===== src/rtl/reg_op_pkg.sv =====
// Shared definitions for the register-file operation sequencer.
//
// Contents:
//   OP_*        4-bit opcodes understood by the ALU (10..15 are illegal)
//   state_t     2-bit sequencer state encoding
//   *_MSB/*_LSB bit positions of the instruction fields
//   opIsIllegal helper that flags opcodes outside the defined set
package reg_op_pkg;

    localparam logic [3:0] OP_ADD = 4'd0;
    localparam logic [3:0] OP_SUB = 4'd1;
    localparam logic [3:0] OP_AND = 4'd2;
    localparam logic [3:0] OP_OR  = 4'd3;
    localparam logic [3:0] OP_XOR = 4'd4;
    localparam logic [3:0] OP_SHL = 4'd5;
    localparam logic [3:0] OP_SHR = 4'd6;
    localparam logic [3:0] OP_MOV = 4'd7;
    localparam logic [3:0] OP_LDI = 4'd8;
    localparam logic [3:0] OP_NOP = 4'd9;

    typedef enum logic [1:0] {
        ST_IDLE  = 2'b00,
        ST_READ  = 2'b01,
        ST_EXEC  = 2'b10,
        ST_WRITE = 2'b11
    } state_t;

    localparam int OPC_MSB = 15;
    localparam int OPC_LSB = 12;
    localparam int RD_MSB  = 11;
    localparam int RD_LSB  = 9;
    localparam int RS1_MSB = 8;
    localparam int RS1_LSB = 6;
    localparam int RS2_MSB = 5;
    localparam int RS2_LSB = 3;
    localparam int IMM_MSB = 7;
    localparam int IMM_LSB = 0;

    function automatic logic opIsIllegal(input logic [3:0] op);
        return (op > OP_NOP);
    endfunction

endpackage


===== src/rtl/reg_op_seq_alu8.sv =====
// alu8: purely combinational ALU used by the sequencer's EXEC step.
//
// Ports:
//   op_i        opcode
//   a_i, b_i    operands (rs1 / rs2 values)
//   imm8_i      immediate for LDI
//   result_o    computed result
//   c_out_o     carry / borrow / last shifted-out bit
//   z_out_o     result is zero
//   writes_o    op writes its result back to the register file
//   flags_upd_o op updates the zero and carry flags
//   illegal_o   opcode is outside the defined set
module alu8 #(
    parameter int DW = 8
) (
    input  logic [3:0]    op_i,
    input  logic [DW-1:0] a_i,
    input  logic [DW-1:0] b_i,
    input  logic [7:0]    imm8_i,
    output logic [DW-1:0] result_o,
    output logic          c_out_o,
    output logic          z_out_o,
    output logic          writes_o,
    output logic          flags_upd_o,
    output logic          illegal_o
);
    import reg_op_pkg::*;

    localparam int SW = $clog2(DW);

    logic [SW-1:0] shamt;
    logic [DW:0]   sum;
    logic [DW:0]   diff;
    logic [DW:0]   shl;
    logic [DW:0]   shr;

    // The extra bit on each intermediate catches the carry, the borrow, or
    // the last bit pushed out by a shift (left: top bit, right: bottom bit).
    // A zero shift amount leaves that extra bit at 0, which is the required carry.
    assign shamt = b_i[SW-1:0];
    assign sum   = {1'b0, a_i} + {1'b0, b_i};
    assign diff  = {1'b0, a_i} - {1'b0, b_i};
    assign shl   = {1'b0, a_i} << shamt;
    assign shr   = {a_i, 1'b0} >> shamt;

    // Opcode decode: result, carry and the write / flag / illegal qualifiers.
    always_comb begin
        result_o    = '0;
        c_out_o     = 1'b0;
        writes_o    = 1'b1;
        flags_upd_o = 1'b0;
        illegal_o   = 1'b0;
        case (op_i)
            OP_ADD: begin result_o = sum[DW-1:0];  c_out_o = sum[DW];  flags_upd_o = 1'b1; end
            OP_SUB: begin result_o = diff[DW-1:0]; c_out_o = diff[DW]; flags_upd_o = 1'b1; end
            OP_AND: begin result_o = a_i & b_i; flags_upd_o = 1'b1; end
            OP_OR:  begin result_o = a_i | b_i; flags_upd_o = 1'b1; end
            OP_XOR: begin result_o = a_i ^ b_i; flags_upd_o = 1'b1; end
            OP_SHL: begin result_o = shl[DW-1:0];  c_out_o = shl[DW];  flags_upd_o = 1'b1; end
            OP_SHR: begin result_o = shr[DW:1];    c_out_o = shr[0];   flags_upd_o = 1'b1; end
            OP_MOV: result_o = a_i;
            OP_LDI: result_o = DW'(imm8_i);
            OP_NOP: writes_o = 1'b0;
            default: begin
                writes_o  = 1'b0;
                illegal_o = opIsIllegal(op_i);
            end
        endcase
    end

    assign z_out_o = (result_o == '0);

endmodule


===== src/rtl/reg_op_seq.sv =====
// reg_op_seq: four-step (IDLE/READ/EXEC/WRITE) instruction sequencer that
// drives an 8x8 register file with combinational read ports.
//
// Ports:
//   clk, rst                  clock, asynchronous active-high reset
//   instr_valid / instr_ready instruction handshake, instr is the 16-bit word
//   read_add1/2, read_data1/2 operand read ports of the register file
//   write_en/add/data         single write port of the register file
//   done                      one-cycle retirement pulse (WRITE cycle)
//   err                       sticky illegal-opcode flag
//   flag_z, flag_c            zero / carry from the last flag-updating op
module reg_op_seq #(
    parameter int DW = 8,
    parameter int AW = 3
) (
    input  logic          clk,
    input  logic          rst,
    input  logic          instr_valid,
    output logic          instr_ready,
    input  logic [15:0]   instr,
    output logic [AW-1:0] read_add1,
    output logic [AW-1:0] read_add2,
    input  logic [DW-1:0] read_data1,
    input  logic [DW-1:0] read_data2,
    output logic          write_en,
    output logic [AW-1:0] write_add,
    output logic [DW-1:0] write_data,
    output logic          done,
    output logic          err,
    output logic          flag_z,
    output logic          flag_c
);
    import reg_op_pkg::*;

    state_t        state_q, state_d;
    logic [3:0]    opc_q;
    logic [AW-1:0] rd_q;
    logic [7:0]    imm_q;
    logic [AW-1:0] readAdd1_q, readAdd2_q;
    logic [DW-1:0] opA_q, opB_q;
    logic          writeEn_q;
    logic [AW-1:0] writeAdd_q;
    logic [DW-1:0] writeData_q;
    logic          done_q, err_q, flagZ_q, flagC_q;

    logic          accept, capture, execute, retire;
    logic [DW-1:0] aluResult;
    logic          aluC, aluZ, aluWrites, aluFlagsUpd, aluIllegal;

    alu8 #(.DW(DW)) uAlu (
        .op_i        (opc_q),
        .a_i         (opA_q),
        .b_i         (opB_q),
        .imm8_i      (imm_q),
        .result_o    (aluResult),
        .c_out_o     (aluC),
        .z_out_o     (aluZ),
        .writes_o    (aluWrites),
        .flags_upd_o (aluFlagsUpd),
        .illegal_o   (aluIllegal)
    );

    // State register.
    always_ff @(posedge clk or posedge rst) begin
        if (rst) begin
            state_q <= ST_IDLE;
        end else begin
            state_q <= state_d;
        end
    end

    // Next state: every instruction walks READ -> EXEC -> WRITE, one cycle each.
    always_comb begin
        state_d = state_q;
        case (state_q)
            ST_IDLE:  if (instr_valid) state_d = ST_READ;
            ST_READ:  state_d = ST_EXEC;
            ST_EXEC:  state_d = ST_WRITE;
            ST_WRITE: state_d = ST_IDLE;
            default:  state_d = ST_IDLE;
        endcase
    end

    // Per-state strobes; ready is masked by rst so nothing is offered during reset.
    always_comb begin
        instr_ready = (state_q == ST_IDLE) && !rst;
        accept      = instr_ready && instr_valid;
        capture     = (state_q == ST_READ);
        execute     = (state_q == ST_EXEC);
        retire      = (state_q == ST_WRITE);
    end

    // Datapath. Read addresses are loaded straight from the incoming word so
    // they are already valid in READ, and are otherwise held. Write-port
    // outputs are loaded at the end of EXEC so they appear exactly in WRITE.
    // Reset clears everything, which discards any half-finished instruction.
    always_ff @(posedge clk or posedge rst) begin
        if (rst) begin
            opc_q       <= '0;
            rd_q        <= '0;
            imm_q       <= '0;
            readAdd1_q  <= '0;
            readAdd2_q  <= '0;
            opA_q       <= '0;
            opB_q       <= '0;
            writeEn_q   <= 1'b0;
            writeAdd_q  <= '0;
            writeData_q <= '0;
            done_q      <= 1'b0;
            err_q       <= 1'b0;
            flagZ_q     <= 1'b0;
            flagC_q     <= 1'b0;
        end else begin
            if (accept) begin
                opc_q      <= instr[OPC_MSB:OPC_LSB];
                rd_q       <= AW'(instr[RD_MSB:RD_LSB]);
                imm_q      <= instr[IMM_MSB:IMM_LSB];
                readAdd1_q <= AW'(instr[RS1_MSB:RS1_LSB]);
                readAdd2_q <= AW'(instr[RS2_MSB:RS2_LSB]);
            end
            if (capture) begin
                opA_q <= read_data1;
                opB_q <= read_data2;
            end
            if (execute) begin
                writeEn_q   <= aluWrites;
                writeAdd_q  <= rd_q;
                writeData_q <= aluResult;
                done_q      <= 1'b1;
                if (aluFlagsUpd) begin
                    flagZ_q <= aluZ;
                    flagC_q <= aluC;
                end
                if (aluIllegal) begin
                    err_q <= 1'b1;
                end
            end
            if (retire) begin
                writeEn_q <= 1'b0;
                done_q    <= 1'b0;
            end
        end
    end

    assign read_add1  = readAdd1_q;
    assign read_add2  = readAdd2_q;
    assign write_en   = writeEn_q && !rst;
    assign write_add  = writeAdd_q;
    assign write_data = writeData_q;
    assign done       = done_q;
    assign err        = err_q;
    assign flag_z     = flagZ_q;
    assign flag_c     = flagC_q;

endmodule


===== config.mk =====
export PLATFORM = sky130hd
export DESIGN_NAME = reg_op_seq
export DESIGN_NICKNAME = d
export VERILOG_FILES = /design/src/rtl/reg_op_pkg.sv /design/src/rtl/reg_op_seq_alu8.sv /design/src/rtl/reg_op_seq.sv
export SDC_FILE = /design/constraint.sdc
export NUM_CORES = 1
export LEC_CHECK = 0
export BUFFER_PORTS_ARGS = -buffer_cell sky130_fd_sc_hd__buf_2
export CORE_MARGIN = 1.5
export CORE_UTILIZATION = 50
export DETAILED_ROUTE_END_ITERATION = 7
export PLACE_DENSITY_LB_ADDON = 0.1
export RECOVER_POWER = 25
export SETUP_SLACK_MARGIN = 0.5
export SLEW_MARGIN = 20
export SYNTH_ARGS = -nofsm -noshare
export SYNTH_HDL_FRONTEND = slang
export SYNTH_HIERARCHICAL = 1
export SYNTH_SLANG_ARGS = --single-unit

===== constraint.sdc =====
create_clock -name clk -period 4.4 [get_ports clk]
set_clock_uncertainty 0.2 [all_clocks]
set_input_delay 0.22 -clock clk [delete_from_list [all_inputs] [get_ports clk]]
set_output_delay 0.22 -clock clk [all_outputs]
set_load 0.02 [all_outputs]

==> results.md <==
STA:
- Of the available clock period, the critical path in the final layout requires 0.738.
- Setup violations remaining at the end of the flow were counted as 0.
- The clock period could shrink to between 3 and 4 ns.
- Setup repair after global routing left no endpoint under its margin.
- In this run the tightest slew margin relative to its limit is -0.488.
- The post-route setup TNS is 0 ns.
- For this run, the top clock speed supported by timing is approximately 0.31 GHz.
- The number of pins exceeding their max-slew limit in the final report is 51.
- The total count of hold-check failures in the final report came to 0.
- The minimum hold slack is around 0.13 ns.
- The transition time at the pin with the least slew margin is between 2 and 2.5 ns.

Synth:
- The area fraction in and, or, nand and nor cells after synthesis is 0.126.
- After technology mapping, the gate count stands at 360.
- By area, the combinational part of the netlist is dominated by multiplexers.
- Of the synthesized area, sequential elements account for 0.321.
- The number of enable flip-flop cells after synthesis is 0.
- The async set or reset register ratio after synthesis is 1.00.
- Yosys attributes the largest share of cell area to sky130_fd_sc_hd__dfrtp_1 32%, sky130_fd_sc_hd__mux2_2 10%, sky130_fd_sc_hd__ha_1 9.9%, sky130_fd_sc_hd__mux2i_1 4.1%, sky130_fd_sc_hd__mux4_2 4.0%.
- The synthesized netlist net count is approximately 430.
- Counting flops and latches in the post-synthesis netlist gives 50.
- Of the post-synthesis cell area, the dominant cell type holds 0.321.
- The post-synthesis instance area is around 3900 sq um.
- The fraction of the mapped netlist area in adder cells is 0.110.
- After synthesis, the share of cell area in mux cells is 0.224.
- Each instance of the synthesized netlist takes up on average between 10 and 15 sq um.
- The dominant synthesized flop cell is sky130_fd_sc_hd__dfrtp_1.
- The most repeated cell in the gate-level netlist after synthesis is sky130_fd_sc_hd__dfrtp_1.
- Of the total synthesized cell area, the portion taken by XOR and XNOR cells is 0.
- The largest total area in the synthesized netlist belongs to sky130_fd_sc_hd__dfrtp_1.
- Synthesis instantiated a little under 70 different standard cells from the library.
- The Yosys step of the flow raised 6 warnings.
- The compound-gate portion of the synthesized area is 0.157.
- In the synthesized netlist, the cells that appear most often are 50 x sky130_fd_sc_hd__dfrtp_1, 36 x sky130_fd_sc_hd__mux2_2, 31 x sky130_fd_sc_hd__ha_1.

Clocking:
- The clock-pin transition on the worst setup and hold timing paths is 0.10 ns.
- The total CTS buffers is 5.
- In this run the clock root is driven by a sky130_fd_sc_hd__clkbuf_8.
- The later-pin clock latency in the skew report is roughly 0.30 ns.
- The TritonCTS clock tree is built.
- The maximum number of buffers from clock root to sink is 2.
- The clock tree synthesis step divided the H-tree into 2 levels.
- The clock sink total is 50.

Global route:
- Entering global routing, the biggest net connects between 50 and 60 pins.
- The via count of the first global-routing pass came to 3123.
- In this run the most used layer during global routing was met2.
- The first global-routing pass estimated 16300 microns of wire.
- For met1 alone, demand over resource in global routing was 0.343.
- The met2 demand-to-capacity share in global routing is 0.412.
- The number of antenna violations at the first check in global routing came to 0.
- The met3 track demand over resource is 0.0410.
- The total track usage is 0.252.
- For this run the aggregate overflow at the end of global routing stands at 0.

Die:
- The initialized floorplan defines 32 standard-cell rows.
- During I/O placement, the number of pins put on the boundary was just under 60.
- The floorplan step set the die width to about 90 microns.
- The total area inside the core boundary comes to 7650 sq um.
- The die covers roughly 8300 sq um.
- The initial utilization of the core area, before any placement, comes to 0.510.
- The die outline height is 91.3 microns.

Layout:
- The multi-input combinational cells in the finished layout cover a total of around 2400 sq um.
- The layout filler cell count is between 600 and 700.
- The count of antenna diodes in the layout is 0.
- The fraction of final layout cells sized beyond drive strength 1 is 0.262.
- The sequential standard cell area is between 1000 and 1500 sq um.
- From synthesis to final layout, the design area changed by 18.6%.
- The final layout net count is 506.

Routing:
- After detailed routing, the total wire length is between 10000 and 15000 microns.
- The average routed wire per standard cell is about 19 microns.
- The number of nets with antenna violations after detailed routing is 0.
- The initial DRC count is 421.
- After detailed routing, the number of remaining DRC violations is 0.
- The total vias in the final route is between 3000 and 4000.
- The detailed-routing iteration count for the pre-antenna-repair pass is 5.
- The detail-routed via count per cell is ~6.

Setup path:
- The launch point of the worst path is opA_q[3]$_DFFE_PP0N_.
- The worst setup path is launched from a register.
- STA puts the critical path data arrival time at around 3.3 ns.
- The kind of capture point of the worst setup path is a register.
- In this run the critical register-to-register path is launched from opA_q[3]$_DFFE_PP0N_.
- The startpoint-to-endpoint class of the critical path is reg2reg.
- STA puts the critical path data required time at between 4 and 5 ns.
- The critical-path maximum fanout is 12.

Placement:
- Once detailed placement completed, the half-perimeter wirelength came to between 7000 and 8000 microns.
- The placer congestion estimate is about 0.97.
- Input and output buffers added on the ports amount to 57.

Pwr:
- The leakage power is around 2.2 nW.
- In this run the power density over the cells is ~850 nW/um^2.
- The final total power is around 0.0039 W.
- The worst IR drop on VDD is 407 uV.

Outcome:
- The flow ran to the end, but the final reports show violations.
- The checks that failed: max-capacitance violations, max-slew violations.

Hold path:
- The startpoint identified for the worst hold timing path is instr_valid.
- The path category of the worst min-delay check is in2reg.

Flow run:
- The number of violations of the max-capacitance limit is 1.
-- sequential cells by signal, summed over array words and instances, names as in the netlist, 2 cells and up --
signal	cells
write_add	3
rd_q	3
opc_q	4
opB_q	8
state_q	2
read_add1	2
write_data	8
opA_q	8
imm_q	7
-- where the power goes --
part           switching, W  internal, W  total, W
clock network      0.000160     0.000169  0.000329
logic               0.00135      0.00118   0.00253
registers          0.000362     0.000689   0.00105
total               0.00187      0.00204   0.00391
-- layout by cell type, fill, tap and decap left out, drive strengths merged, types with 5 or more instances in the layout --
master       count
nand3            6
dfrtp           50
mux4             7
nand2b           5
mux2            46
inv             24
a21o             9
buf             41
ha              31
a221o            5
mux2i           16
clkbuf          27
nor2            21
nor4b            5
a22oi            6
o21ai            9
a21oi           10
dlygate4sd3     33
nand2           10
-- routing by layer --
layer | up-vias | wire length [microns]
li1 | 1498 | -
met1 | 1542 | 4610
met2 | 143 | 4680
met3 | 18 | 600
met4 | 0 | 239
met5 | - | 0
-- per-stage QoR --
stage	cells	setup slack, ns	util	cell area, sq um
after floorplan	360	1.42	-	3900
after global placement	500	1.32	0.550	4210
after detailed placement	500	1.33	0.550	4210
after CTS	540	1.28	0.607	4640
after global routing	541	0.962	0.605	4630
final	541	1.15	0.605	4630
-- path summary, 6_finish.rpt --
| kind | to | cells past startpoint | slack [ns] |
|---|---|---|---|
| worst max-delay path | flag_z$_DFFE_PP0P_ | 10 | 1.15 |
| worst min-delay path | state_q[0]$_DFFE_PP0P_ | 3 | 0.13 |
| worst max register to register | flag_z$_DFFE_PP0P_ | 10 | 1.15 |
| worst min register to register | err$_DFFE_PP0P_ | 1 | 0.26 |
| max in group asynchronous | opc_q[2]$_DFFE_PP0P_ | 3 | 2.12 |
| min in group asynchronous | writeEn_q$_DFFE_PP0P_ | 3 | 0.88 |
-- critical path, stage by stage (launching register included) --
cell and delay (ns):
sky130_fd_sc_hd__dfrtp_1 0.64, sky130_fd_sc_hd__inv_1 0.09, sky130_fd_sc_hd__ha_1 0.43, sky130_fd_sc_hd__inv_1 0.11, sky130_fd_sc_hd__a21oi_1 0.13, sky130_fd_sc_hd__o21ai_0 0.17
sky130_fd_sc_hd__o41ai_1 0.48, sky130_fd_sc_hd__mux2i_1 0.30, sky130_fd_sc_hd__nand3_1 0.17, sky130_fd_sc_hd__nor4b_4 0.28, sky130_fd_sc_hd__mux2_2 0.17
-- cells by family after synthesis --
group,Yosys count
mux,69
compound gates,81
fa+ha+maj,33
buf+inv,50
simple gates,77
flops,50
-- timing repair --
| action | 4_1_cts | 5_1_grt |
|---|---|---|
| resized for setup | 0 | 0 |
| hold buffers | 32 | 1 |
| endpoints found under the hold margin | 32 | 50 |
| setup buffers | 0 | 0 |
-- layout make-up --
| cell class | instances | area share |
|---|---|---|
| multi-input cells | 260 | 0.520 |
| well taps | 102 | 0.0276 |
| flip-flops and latches | 50 | 0.270 |
| repair buffers | 96 | 0.137 |
| clock buffers | 5 | 0.0149 |
| inverters | 25 | 0.0206 |
| clock inverters | 3 | 0.00974 |
Note: power is estimated with default switching activity, not from simulation.
